## src/rtl/llki_key_slot_if.sv

```systemverilog
// Discrete LLKI key-slot bus between the upstream protocol processor and the
// core-side key slot; KEY_WORDS sizes the assembled key toward the core.
interface llki_key_slot_if #(
  parameter int unsigned KEY_WORDS = 2
);
  logic [63:0]             key_data;
  logic                    key_valid;
  logic                    clear_key;
  logic                    key_ready;
  logic                    key_complete;
  logic                    clear_key_ack;
  logic [64*KEY_WORDS-1:0] core_key;
  logic                    core_key_valid;
  logic [1:0]              slot_err;

  modport master (
    output key_data,
    output key_valid,
    output clear_key,
    input  key_ready,
    input  key_complete,
    input  clear_key_ack,
    input  core_key,
    input  core_key_valid,
    input  slot_err
  );

  modport slave (
    input  key_data,
    input  key_valid,
    input  clear_key,
    output key_ready,
    output key_complete,
    output clear_key_ack,
    output core_key,
    output core_key_valid,
    output slot_err
  );
endinterface

```

## src/rtl/llki_key_slot.sv

```systemverilog
// Core-side LLKI key slot: stores key words with a per-word load latency,
// zeroises on request, and presents the assembled key to the locked core.
module llki_key_slot #(
  parameter int unsigned KEY_WORDS    = 2,
  parameter int unsigned LOAD_LATENCY = 3
) (
  input logic           clk,
  input logic           rst,
  llki_key_slot_if.slave slot_if
);

  generate
    if (KEY_WORDS < 1 || KEY_WORDS > 8) begin : g_bad_words
      $error("llki_key_slot: KEY_WORDS must be within 1..8");
    end
    if (LOAD_LATENCY < 1 || LOAD_LATENCY > 15) begin : g_bad_latency
      $error("llki_key_slot: LOAD_LATENCY must be within 1..15");
    end
  endgenerate

  typedef enum logic [1:0] {
    ST_IDLE,
    ST_LOAD,
    ST_CLEAR,
    ST_ACK
  } state_e;

  localparam logic [3:0] CNT_INIT   = 4'(LOAD_LATENCY - 1);
  localparam logic [3:0] WORDS_LAST = 4'(KEY_WORDS);

  state_e                      state_q, state_d;
  logic [3:0]                  cnt_q, cnt_d;
  logic [3:0]                  wr_idx_q, wr_idx_d;
  logic [3:0]                  clr_idx_q, clr_idx_d;
  logic                        complete_q, complete_d;
  logic [1:0]                  err_q, err_d;
  logic [KEY_WORDS-1:0][63:0]  words_q, words_d;

  always_ff @(posedge clk or posedge rst) begin
    if (rst) begin
      state_q    <= ST_IDLE;
      cnt_q      <= '0;
      wr_idx_q   <= '0;
      clr_idx_q  <= '0;
      complete_q <= 1'b0;
      err_q      <= '0;
      words_q    <= '0;
    end else begin
      state_q    <= state_d;
      cnt_q      <= cnt_d;
      wr_idx_q   <= wr_idx_d;
      clr_idx_q  <= clr_idx_d;
      complete_q <= complete_d;
      err_q      <= err_d;
      words_q    <= words_d;
    end
  end

  always_comb begin
    state_d    = state_q;
    cnt_d      = cnt_q;
    wr_idx_d   = wr_idx_q;
    clr_idx_d  = clr_idx_q;
    complete_d = complete_q;
    err_d      = err_q;
    words_d    = words_q;

    unique case (state_q)
      ST_IDLE: begin
        // A clear outranks a simultaneous word strobe: no store, no error.
        if (slot_if.clear_key) begin
          complete_d = 1'b0;
          clr_idx_d  = '0;
          state_d    = ST_CLEAR;
        end else if (slot_if.key_valid) begin
          if (complete_q) begin
            err_d[1] = 1'b1;
          end else begin
            for (int unsigned i = 0; i < KEY_WORDS; i++) begin
              if (wr_idx_q == 4'(i)) begin
                words_d[i] = slot_if.key_data;
              end
            end
            wr_idx_d = wr_idx_q + 4'd1;
            cnt_d    = CNT_INIT;
            state_d  = ST_LOAD;
          end
        end
      end

      ST_LOAD: begin
        if (slot_if.clear_key) begin
          complete_d = 1'b0;
          clr_idx_d  = '0;
          state_d    = ST_CLEAR;
        end else begin
          if (slot_if.key_valid) begin
            err_d[0] = 1'b1;
          end
          if (cnt_q == '0) begin
            state_d = ST_IDLE;
            if (wr_idx_q == WORDS_LAST) begin
              complete_d = 1'b1;
            end
          end else begin
            cnt_d = cnt_q - 4'd1;
          end
        end
      end

      ST_CLEAR: begin
        if (slot_if.key_valid) begin
          err_d[0] = 1'b1;
        end
        // clr_idx runs one past the last word so the ack lands a cycle later.
        if (clr_idx_q == WORDS_LAST) begin
          state_d = ST_ACK;
        end else begin
          for (int unsigned i = 0; i < KEY_WORDS; i++) begin
            if (clr_idx_q == 4'(i)) begin
              words_d[i] = '0;
            end
          end
          clr_idx_d = clr_idx_q + 4'd1;
        end
      end

      ST_ACK: begin
        err_d    = '0;
        wr_idx_d = '0;
        state_d  = ST_IDLE;
        if (slot_if.key_valid) begin
          err_d[0] = 1'b1;
        end
      end

      default: state_d = ST_IDLE;
    endcase
  end

  assign slot_if.key_ready      = (state_q == ST_IDLE);
  assign slot_if.clear_key_ack  = (state_q == ST_ACK);
  assign slot_if.key_complete   = complete_q;
  assign slot_if.core_key_valid = complete_q;
  assign slot_if.core_key       = words_q;
  assign slot_if.slot_err       = err_q;

endmodule

```

## src/flat_wrapper.sv

```systemverilog
// flat-port wrapper written by rule: the top's interface ports become plain ports
module llki_key_slot_flat 
#(
  parameter int unsigned KEY_WORDS    = 2,
  parameter int unsigned LOAD_LATENCY = 3
)
  (clk, rst, slot_if_key_data, slot_if_key_valid, slot_if_clear_key, slot_if_key_ready, slot_if_key_complete, slot_if_clear_key_ack, slot_if_core_key, slot_if_core_key_valid, slot_if_slot_err);
  llki_key_slot_if #(.KEY_WORDS(KEY_WORDS)) slot_if_i ();
  input logic clk;
  input logic rst;
  input wire logic [$bits(slot_if_i.key_data)-1:0] slot_if_key_data;
  input wire logic [$bits(slot_if_i.key_valid)-1:0] slot_if_key_valid;
  input wire logic [$bits(slot_if_i.clear_key)-1:0] slot_if_clear_key;
  output wire logic [$bits(slot_if_i.key_ready)-1:0] slot_if_key_ready;
  output wire logic [$bits(slot_if_i.key_complete)-1:0] slot_if_key_complete;
  output wire logic [$bits(slot_if_i.clear_key_ack)-1:0] slot_if_clear_key_ack;
  output wire logic [$bits(slot_if_i.core_key)-1:0] slot_if_core_key;
  output wire logic [$bits(slot_if_i.core_key_valid)-1:0] slot_if_core_key_valid;
  output wire logic [$bits(slot_if_i.slot_err)-1:0] slot_if_slot_err;
  assign slot_if_i.key_data = slot_if_key_data;
  assign slot_if_i.key_valid = slot_if_key_valid;
  assign slot_if_i.clear_key = slot_if_clear_key;
  assign slot_if_key_ready = slot_if_i.key_ready;
  assign slot_if_key_complete = slot_if_i.key_complete;
  assign slot_if_clear_key_ack = slot_if_i.clear_key_ack;
  assign slot_if_core_key = slot_if_i.core_key;
  assign slot_if_core_key_valid = slot_if_i.core_key_valid;
  assign slot_if_slot_err = slot_if_i.slot_err;
  llki_key_slot #(.KEY_WORDS(KEY_WORDS), .LOAD_LATENCY(LOAD_LATENCY)) u_core (.clk(clk), .rst(rst), .slot_if(slot_if_i));
endmodule
```

## config.mk

```make
export PLATFORM = sky130hd
export DESIGN_NAME = llki_key_slot_flat
export DESIGN_NICKNAME = d
export VERILOG_FILES = /design/src/rtl/llki_key_slot_if.sv /design/src/rtl/llki_key_slot.sv /design/src/flat_wrapper.sv
export SDC_FILE = /design/constraint.sdc
export NUM_CORES = 1
export LEC_CHECK = 0
export CORE_MARGIN = 2
export CORE_UTILIZATION = 50
export CTS_CLUSTER_DIAMETER = 150
export DETAILED_ROUTE_END_ITERATION = 16
export MAX_ROUTING_LAYER = met4
export PLACE_DENSITY = 0.91
export SETUP_SLACK_MARGIN = 0.2
export SLEW_MARGIN = 20
export SYNTH_ARGS = -nofsm -noshare
export SYNTH_HDL_FRONTEND = slang
export SYNTH_SLANG_ARGS = --single-unit
export TNS_END_PERCENT = 30
```

## constraint.sdc

```tcl
create_clock -name clk -period 6.4 [get_ports clk]
set_input_delay 1.28 -clock clk [delete_from_list [all_inputs] [get_ports clk]]
set_output_delay 1.28 -clock clk [all_outputs]
set_load 0.05 [all_outputs]
```

==> flow_summary_export.csv, run 1 <==
group,metric,value,unit
status,outcome,"completed",
global_routing,grt_pass1_wl,39.8,mm
sta,max_clock_freq,261,MHz
detailed_routing,vias_per_cell,6.42,
place,dpl_cell_area,0.0102,mm^2
critical_path,rrSetupSlack,2960,ps
worst_hold_path,hold_end,"u_core.slot_if.slot_err[0]$_DFFE_PP0P_",
yosys,syn-num-nets,859,
cells_and_area,fin_area,0.0109,mm^2
yosys,yosys_warnings,0,
sta,min_period_over_period,59.9,%
critical_path,reg2reg_from,"u_core.state_q[1]$_DFFE_PP0P_",
die,die_h,132,um
clocking,hold_buffers,0,
critical_path,end_kind,"output pin",
sta,finClkSkew,8.07,ps
clocking,cts.sinks,145,
power_and_ir_drop,p_per_area,548,mW/mm^2
global_routing,grt_max_degree,111,
detailed_routing,firstDrtPassIters,5,
yosys,avgSynthCellArea,10.4,um^2
sta,relSlewSlack,31.3,%
die,boundaryPins,202,
clocking,postCtsSetupRepairBufs,0,
critical_path,crit_required,5120,ps
yosys,syn_area,0.00815,mm^2
global_routing,track_usage,29.2,%
cells_and_area,mostFrequentLayoutCells,"201 x clkdlybuf4s50_1, 143 x nor2b_1, 143 x dfrtp_1",
worst_hold_path,hp-start,"u_core.slot_if.slot_err[0]$_DFFE_PP0P_",
clocking,clk_pin_slew,60,ps
sta,setup-violations-final,0,
clocking,cts_inserted_buffers,17,
die,num_rows,46,
flow_run,maxCapViolCount,0,
global_routing,overflow,0,
cells_and_area,layout_commonest_cell,"clkdlybuf4s50_1",
global_routing,grt_antenna_before_repair,0,
sta,holdWs,485,ps
die,coreArea,0.0159,mm^2
power_and_ir_drop,ir_worst_vdd,0.401,mV
clocking,clock_path_buffers,2,
detailed_routing,drt_wl_total,25.2,mm
yosys,yosysSeqAreaShare,44.5,%
sta,final_hold_viol_count,0,
worst_hold_path,hp-class,"flop to flop",
global_routing,grt_pass1_vias,7108,
clocking,cts_tree,"built",
sta,setup_slack,2570,ps
critical_path,arrival,2550,ps
cells_and_area,finalCoreUtilization,68.9,%
cells_and_area,drive_gt1_share,7.45,%
sta,fin_tns_setup,0,ps
yosys,synth-seq-cells,145,
critical_path,r2r-end,"u_core.slot_if.core_key[121]$_DFFE_PP0P_",
cells_and_area,syn2layout_area_growth,34.2,%
cells_and_area,n_antenna_cell,0,
place,gp_congestion,0.873,
critical_path,critical_path_buf_inv_count,2,
clocking,cts_max_level,4,
cells_and_area,nets,1004,
clocking,cts_resized,0,
detailed_routing,drtIter0Drc,895,
place,numPortBuffers,201,
critical_path,path_cells,"buf_4 -> nor2_1 -> clkdlybuf4s50_1",
critical_path,critPathKind,"flop to output pin",
power_and_ir_drop,leakagePower,4.63,nW
critical_path,cp-start-kind,"flop",
worst_hold_path,hold_depth,2,
detailed_routing,drc,0,
detailed_routing,vias,7416,
place,dp_hpwl,15.3,mm
critical_path,cpLargestDelayFamily,"buffers and inverters",
yosys,synth_cell_types,45,
die,die_w,132,um
die,start_util,51.3,%
critical_path,cp_max_fo,46,
detailed_routing,wl_per_cell,21.8,um
sta,rsz0062_at_grt,"false",
critical_path,cp_slowest_cell,"dfrtp_2",
sta,tightest_slew,1020,ps
detailed_routing,postRouteAntennaNets,0,
critical_path,slowest_delay,770,ps
sta,finalMaxSlewViolations,0,
place,place_ws,2680,ps
critical_path,r2r_cells,5,
clocking,clk_latency,430,ps
sta,fin_crit,3830,ps
yosys,synth_cells,781,
clocking,root_buffer,"clkbuf_16",
die,die-area,0.0173,mm^2
[power breakdown]
part           leakage (nW)  internal (W)  switching (W)
clock network         0.325      0.000768       0.000409
logic                  2.37       0.00112        0.00211
registers              1.94       0.00124       0.000349
total                  4.63       0.00313        0.00286
[how the worst max path moves through the flow]
| stage | to | depth (start not counted) | slack (ps) | startpoint |
|---|---|---|---|---|
| after floorplan | u_core.clr_idx_q[0]$_DFFE_PP0P_ | 1 | 1230 | rst |
| after global placement | u_core.slot_if.core_key[117]$_DFFE_PP0P_ | 5 | 2710 | slot_if_key_valid |
| after detailed placement | u_core.slot_if.core_key[120]$_DFFE_PP0P_ | 5 | 2680 | slot_if_key_valid |
| after CTS | slot_if_key_ready | 3 | 2590 | u_core.state_q[0]$_DFFE_PP0P_ |
| after global routing | slot_if_key_ready | 3 | 2480 | u_core.state_q[0]$_DFFE_PP0P_ |
| final | slot_if_key_ready | 3 | 2570 | u_core.state_q[0]$_DFFE_PP0P_ |
[layout make-up]
type                    instances  area [um^2]
clock buffers                  17          425
clock inverters                15          264
fillers                      1181         4950
inverters                      12         50.0
multi-input cells             534         4150
flip-flops and latches        145         3630
well taps                     216          270
repair buffers                216         2140
[synth_stat cells, drive strengths merged]
| cell | instances | area (um^2) |
|---|---|---|
| xnor2 | 1 | 8.76 |
| and4 | 49 | 429 |
| o311ai | 1 | 8.76 |
| nand4b | 1 | 8.76 |
| buf | 8 | 52.6 |
| nor4 | 50 | 382 |
| mux2i | 3 | 30.0 |
| or3 | 1 | 6.26 |
| o41ai | 1 | 8.76 |
| dfrtp | 145 | 3630 |
| o21ai | 11 | 55.1 |
| a221o | 129 | 1290 |
| or4b | 2 | 20.0 |
| and3 | 31 | 194 |
| nor4b | 6 | 67.6 |
| nor3b | 6 | 45.0 |
| nand3b | 1 | 7.51 |
| o22ai | 1 | 6.26 |
| a21boi | 2 | 15.0 |
| nor2 | 4 | 15.0 |
| o211ai | 1 | 7.51 |
| clkbuf | 82 | 309 |
| a21oi | 3 | 15.0 |
| a31oi | 1 | 6.26 |
| ha | 10 | 125 |
| and3b | 2 | 17.5 |
| a22o | 1 | 8.76 |
| nor3 | 2 | 10.0 |
| o2bb2ai | 1 | 8.76 |
| inv | 12 | 45.0 |
| nand2 | 8 | 30.0 |
| or3b | 2 | 17.5 |
| a221oi | 1 | 8.76 |
| nand3 | 5 | 25.0 |
| nand2b | 53 | 332 |
| o221ai | 1 | 8.76 |
| nor2b | 143 | 895 |
[kinds of logic (layout without fill, tap and decap cells)]
group / count (synthesis) / count (layout) / synth area share (%)
fa+ha+maj: 10 / 10 / 1.54
mux: 3 / 3 / 0.369
buf+inv: 102 / 260 / 4.99
simple gates: 366 / 366 / 30.7
xor+xnor: 1 / 1 / 0.107
flops: 145 / 145 / 44.5
compound gates: 154 / 154 / 17.8
[state kept, by name (all words and copies together) (netlist names)]
signal                         cells
u_core.wr_idx_q                    4
u_core.slot_if.core_key_valid      1
u_core.slot_if.slot_err            2
u_core.cnt_q                       4
u_core.slot_if.core_key          128
u_core.state_q                     2
u_core.clr_idx_q                   4
[metal layers]
layer / GRT usage [%] / routed length, um / up-vias
li1: - / - / 3283
met1: 39.5 / 11000 / 3707
met2: 44.4 / 11800 / 359
met3: 5.32 / 1640 / 67
met4: 10.2 / 688 / 0
met5: - / 0 / -
[tightest hold or removal path, cell delays in order (launching register included)]
cell and delay, ps:
dfrtp_1 350, nand2_1 50, nand2_1 50
[stage by stage]
stage	instances	total power, W
after detailed placement	1122	0.00478
after floorplan	781	0.00374
after global placement	1122	0.00471
final	1155	0.00599
after CTS	1154	0.00597
after global routing	1155	0.00622
(Power assumes the default switching activity.)
==> run 2, diff against run 1 <==
Clock period 6.4 ns to 3.7 ns, I/O delays scaled along.
==> run 2 against run 1 <==
- die area unchanged
- cell count increased by 0.26%
- global-route usage decreased by 1.4 points
- non-clock buffer count increased by 3
- combinational power increased by 73%
- via count decreased by 1.0%
==> flow_summary_export.csv, run 2 (synthesized netlist as in run 1, its figures left out) <==
group,metric,value,unit
critical_path,critical_path_buf_inv_count,2,
clocking,clock_path_buffers,2,
detailed_routing,drc,0,
global_routing,busiest_layer,"met2",
place,dp_hpwl,15.0,mm
detailed_routing,firstDrtPassIters,5,
sta,rsz0062_at_grt,"false",
die,coreArea,0.0159,mm^2
power_and_ir_drop,ir_worst_vdd,0.577,mV
die,die_h,132,um
critical_path,path_cells,"nand2_1 -> inv_1 -> clkdlybuf4s50_1",
die,start_util,51.3,%
clocking,cts_max_level,4,
detailed_routing,vias_per_cell,6.34,
global_routing,overflow,0,
global_routing,grt_max_degree,87,
sta,final_hold_viol_count,0,
power_and_ir_drop,p_per_area,934,mW/mm^2
sta,finalMaxSlewViolations,0,
critical_path,slowest_delay,810,ps
critical_path,end_kind,"output pin",
flow_run,maxCapViolCount,0,
global_routing,grt_pass1_wl,38.1,mm
sta,min_period_over_period,81.2,%
sta,max_clock_freq,333,MHz
place,numPortBuffers,201,
sta,tightest_slew,1010,ps
clocking,cts.sinks,145,
global_routing,use_met3,4.59,%
clocking,hold_buffers,0,
global_routing,grt_pass1_vias,6845,
clocking,clk_pin_slew,60,ps
cells_and_area,n_antenna_cell,0,
sta,finClkSkew,8.04,ps
die,die_w,132,um
clocking,clk_latency,420,ps
sta,fin_crit,3000,ps
power_and_ir_drop,leakagePower,4.63,nW
clocking,root_buffer,"clkbuf_16",
die,boundaryPins,202,
die,num_rows,46,
status,outcome,"completed",
clocking,cts_inserted_buffers,17,
critical_path,cpLargestDelayFamily,"buffers and inverters",
clocking,cts_resized,0,
critical_path,crit_path_start,"u_core.state_q[1]$_DFFE_PP0P_",
critical_path,reg2reg_from,"u_core.state_q[1]$_DFFE_PP0P_",
cells_and_area,drive_gt1_share,7.32,%
sta,setup-violations-final,0,
detailed_routing,wl_per_cell,20.8,um
sta,fin_tns_setup,0,ps
detailed_routing,drtIter0Drc,838,
worst_hold_path,hp-start,"u_core.slot_if.slot_err[0]$_DFFE_PP0P_",
critical_path,cp-start-kind,"flop",
detailed_routing,drt_wl_total,24.1,mm
global_routing,grt_use_met1,37.6,%
die,die-area,0.0173,mm^2
cells_and_area,mostFrequentLayoutCells,"201 x clkdlybuf4s50_1, 143 x nor2b_1, 143 x dfrtp_1",
worst_hold_path,hp-class,"flop to flop",
critical_path,cp_max_fo,43,
cells_and_area,syn2layout_area_growth,34.0,%
detailed_routing,postRouteAntennaNets,0,
place,gp_congestion,0.868,
global_routing,grt_use_met2,41.3,%
critical_path,cp_slowest_cell,"clkdlybuf4s50_1",
global_routing,track_usage,27.8,%
detailed_routing,vias,7339,
place,dpl_cell_area,0.0103,mm^2
clocking,cts_tree,"built",
sta,relSlewSlack,32.6,%
cells_and_area,fin_area,0.0109,mm^2
global_routing,grt_antenna_before_repair,0,
cells_and_area,largest_reg_flops,128,
critical_path,arrival,2260,ps
cells_and_area,nets,1007,
cells_and_area,layout_commonest_cell,"clkdlybuf4s50_1",
critical_path,critPathKind,"flop to output pin",
clocking,postCtsSetupRepairBufs,0,
critical_path,crit_required,2960,ps
[run 2: final timing paths]
path                       slack (ps)                                      end  depth (start not counted)
min reg2reg                       500   u_core.slot_if.slot_err[0]$_DFFE_PP0P_                          2
min in group asynchronous         770  u_core.slot_if.core_key[89]$_DFFE_PP0P_                          2
max                               700                    slot_if_clear_key_ack                          3
min                               500   u_core.slot_if.slot_err[0]$_DFFE_PP0P_                          2
max in group asynchronous        2250  u_core.slot_if.core_key[79]$_DFFE_PP0P_                          3
max reg2reg                      1150   u_core.slot_if.core_key[5]$_DFFE_PP0P_                          4
[run 2: per-layer routing]
layer / vias to the layer above / routed length, um
met5: - / 0
met4: 0 / 1050
met3: 77 / 1650
met2: 383 / 11100
met1: 3602 / 10400
li1: 3277 / -
[run 2: cell type report]
type	instances	area [um^2]
Clock inverter	9	179
Timing Repair Buffer	219	2170
Tap cell	216	270
Sequential cell	145	3630
Fill cell	1140	4960
Clock buffer	23	468
Multi-Input combinational cell	534	4150
Inverter	12	48.8
[run 2: power by group]
part | internal (W) | leakage (nW) | switching [W] | total (W)
combinational | 0.00194 | 2.38 | 0.00365 | 0.00560
clock | 0.00123 | 0.308 | 0.000662 | 0.00190
sequential | 0.00215 | 1.94 | 0.000559 | 0.00271
[run 2: metrics by stage]
step / hold slack (ps) / util, % / setup slack, ps / power, W / std cells
after global placement: 461 / 64.7 / 660 / 0.00815 / 1126
after floorplan: 455 / - / 1140 / 0.00646 / 781
after CTS: 502 / 68.8 / 701 / 0.0102 / 1158
final: 501 / 68.8 / 696 / 0.0102 / 1158
after detailed placement: 491 / 64.7 / 512 / 0.00825 / 1126
after global routing: 518 / 68.8 / 585 / 0.0106 / 1158
[run 2: worst reg2reg max path, delay by kind of cell (launching register included)]
kind                   cells  cell delay [ps]
DFF                        1              710
buffers and inverters      2              700
AOI/OAI and AO/OA          2             1080
==> run 3, diff against run 2 <==
Clock period 3.7 ns to 2.94 ns, I/O delays scaled along.
==> run 3 against run 2 <==
- global-route usage up 2.0 points
- via count up 2.9%
- flip-flop and latch count unchanged
- hold slack worse by 14 ps
- clock power up 25%
- critical path type unchanged
==> flow_summary_export.csv, run 3 (synthesized netlist as in run 1, its figures left out) <==
group,metric,value,unit
critical_path,cp_max_fo,34,
cells_and_area,layout_commonest_cell,"clkdlybuf4s50_1",
critical_path,rrSetupSlack,500,ps
power_and_ir_drop,ir_worst_vdd,0.831,mV
detailed_routing,postRouteAntennaNets,0,
power_and_ir_drop,leakagePower,4.67,nW
global_routing,grt_antenna_before_repair,0,
cells_and_area,nets,1011,
sta,tightest_slew,995,ps
clocking,postCtsSetupRepairBufs,0,
die,start_util,51.3,%
detailed_routing,drt_wl_total,25.2,mm
clocking,cts_max_level,4,
die,num_rows,46,
worst_hold_path,hp-class,"flop to flop",
sta,finalMaxSlewViolations,0,
global_routing,overflow,0,
critical_path,cp-start-kind,"flop",
die,die_w,132,um
place,dp_hpwl,15.6,mm
cells_and_area,layoutNonFillerInstCount,1162,
critical_path,slowest_delay,840,ps
cells_and_area,mostFrequentLayoutCells,"200 x clkdlybuf4s50_1, 143 x nor2b_1, 143 x dfrtp_1",
die,die_h,132,um
die,die-area,0.0173,mm^2
sta,rsz0062_at_grt,"false",
critical_path,arrival,2080,ps
sta,finClkSkew,9.14,ps
status,outcome,"completed",
clocking,hold_buffers,0,
worst_hold_path,hold_depth,2,
cells_and_area,drive_gt1_share,8.25,%
detailed_routing,firstDrtPassIters,5,
cells_and_area,fin_area,0.0110,mm^2
critical_path,r2r-end,"u_core.slot_if.core_key[118]$_DFFE_PP0P_",
critical_path,crit_required,2350,ps
power_and_ir_drop,p_per_area,1180,mW/mm^2
clocking,cts.sinks,145,
detailed_routing,drc,0,
cells_and_area,finalCoreUtilization,69.2,%
cells_and_area,nFillCells,1126,
global_routing,grt_pass1_wl,40.5,mm
worst_hold_path,hold_end,"u_core.slot_if.slot_err[0]$_DFFE_PP0P_",
clocking,root_buffer,"clkbuf_16",
global_routing,track_usage,29.9,%
detailed_routing,vias_per_cell,6.50,
detailed_routing,wl_per_cell,21.7,um
place,dpl_cell_area,0.0104,mm^2
global_routing,grt_max_degree,127,
worst_hold_path,hp-start,"u_core.slot_if.slot_err[0]$_DFFE_PP0P_",
clocking,cts_resized,0,
critical_path,r2r_cells,6,
critical_path,critPathKind,"flop to output pin",
clocking,clk_latency,430,ps
sta,max_clock_freq,375,MHz
cells_and_area,largest_reg_flops,128,
sta,min_period_over_period,90.7,%
clocking,cts_tree,"built",
detailed_routing,drtIter0Drc,897,
flow_run,maxCapViolCount,0,
critical_path,cp_slowest_cell,"clkdlybuf4s50_1",
place,gp_congestion,0.841,
critical_path,end_kind,"output pin",
cells_and_area,syn2layout_area_growth,34.9,%
clocking,cts_inserted_buffers,17,
detailed_routing,vias,7550,
die,coreArea,0.0159,mm^2
place,dp.cells,1130,
sta,fin_crit,2670,ps
clocking,clock_path_buffers,2,
sta,holdWs,487,ps
sta,relSlewSlack,33.7,%
cells_and_area,n_antenna_cell,0,
critical_path,path_cells,"nor2_1 -> clkdlybuf4s50_1",
sta,final_hold_viol_count,0,
die,boundaryPins,202,
sta,setup-violations-final,0,
critical_path,reg2reg_from,"u_core.clr_idx_q[0]$_DFFE_PP0P_",
clocking,clk_pin_slew,60,ps
place,numPortBuffers,201,
global_routing,grt_pass1_vias,7205,
sta,fin_tns_setup,0,ps
## run 3: stage by stage
step,setup slack [ps],total power [W]
3_3_place_gp,384,0.0103
6_report,272,0.0130
4_1_cts,254,0.0129
2_1_floorplan,533,0.00813
5_1_grt,226,0.0135
3_5_place_dp,250,0.0105
## run 3: worst max-delay path, delay by kind of cell, from the launching register on
family                 cells  cell delay (ps)
DFF                        1              640
buffers and inverters      1              840
and+or+nand+nor            1              170
## run 3: worst max-delay path by stage
stage                                   from                                 endpoint  slack, ps
2_1_floorplan                            rst          u_core.clr_idx_q[0]$_DFFE_PP0P_        530
3_3_place_gp               slot_if_key_valid  u_core.slot_if.core_key[28]$_DFFE_PP0P_        380
3_5_place_dp               slot_if_key_valid  u_core.slot_if.core_key[25]$_DFFE_PP0P_        250
4_1_cts        u_core.state_q[1]$_DFFE_PP0P_                        slot_if_key_ready        250
5_1_grt        u_core.state_q[1]$_DFFE_PP0P_                        slot_if_key_ready        230
6_report       u_core.state_q[1]$_DFFE_PP0P_                        slot_if_key_ready        270
## run 3: where the power goes
part | total, W | internal, W | switching [W]
logic | 0.00719 | 0.00252 | 0.00467
registers | 0.00340 | 0.00270 | 0.000700
clock network | 0.00237 | 0.00146 | 0.000908
## run 3: per-layer routing
| layer | up-vias | global-route usage [%] | wire length [um] |
|---|---|---|---|
| met3 | 64 | 5.36 | 1660 |
| li1 | 3310 | - | - |
| met5 | - | - | 0 |
| met4 | 0 | 11.8 | 867 |
| met1 | 3802 | 40.4 | 10800 |
| met2 | 374 | 44.9 | 11900 |
## run 3: area by class of cell
cell class                      instances  area (um^2)  area share [%]
Tap cell                              216          270            2.46
Clock inverter                         14          203            1.84
Clock buffer                           18          439            3.99
Sequential cell                       145         3630            33.0
Multi-Input combinational cell        534         4150            37.7
Inverter                               12         48.8           0.444
Timing Repair Buffer                  223         2250            20.5
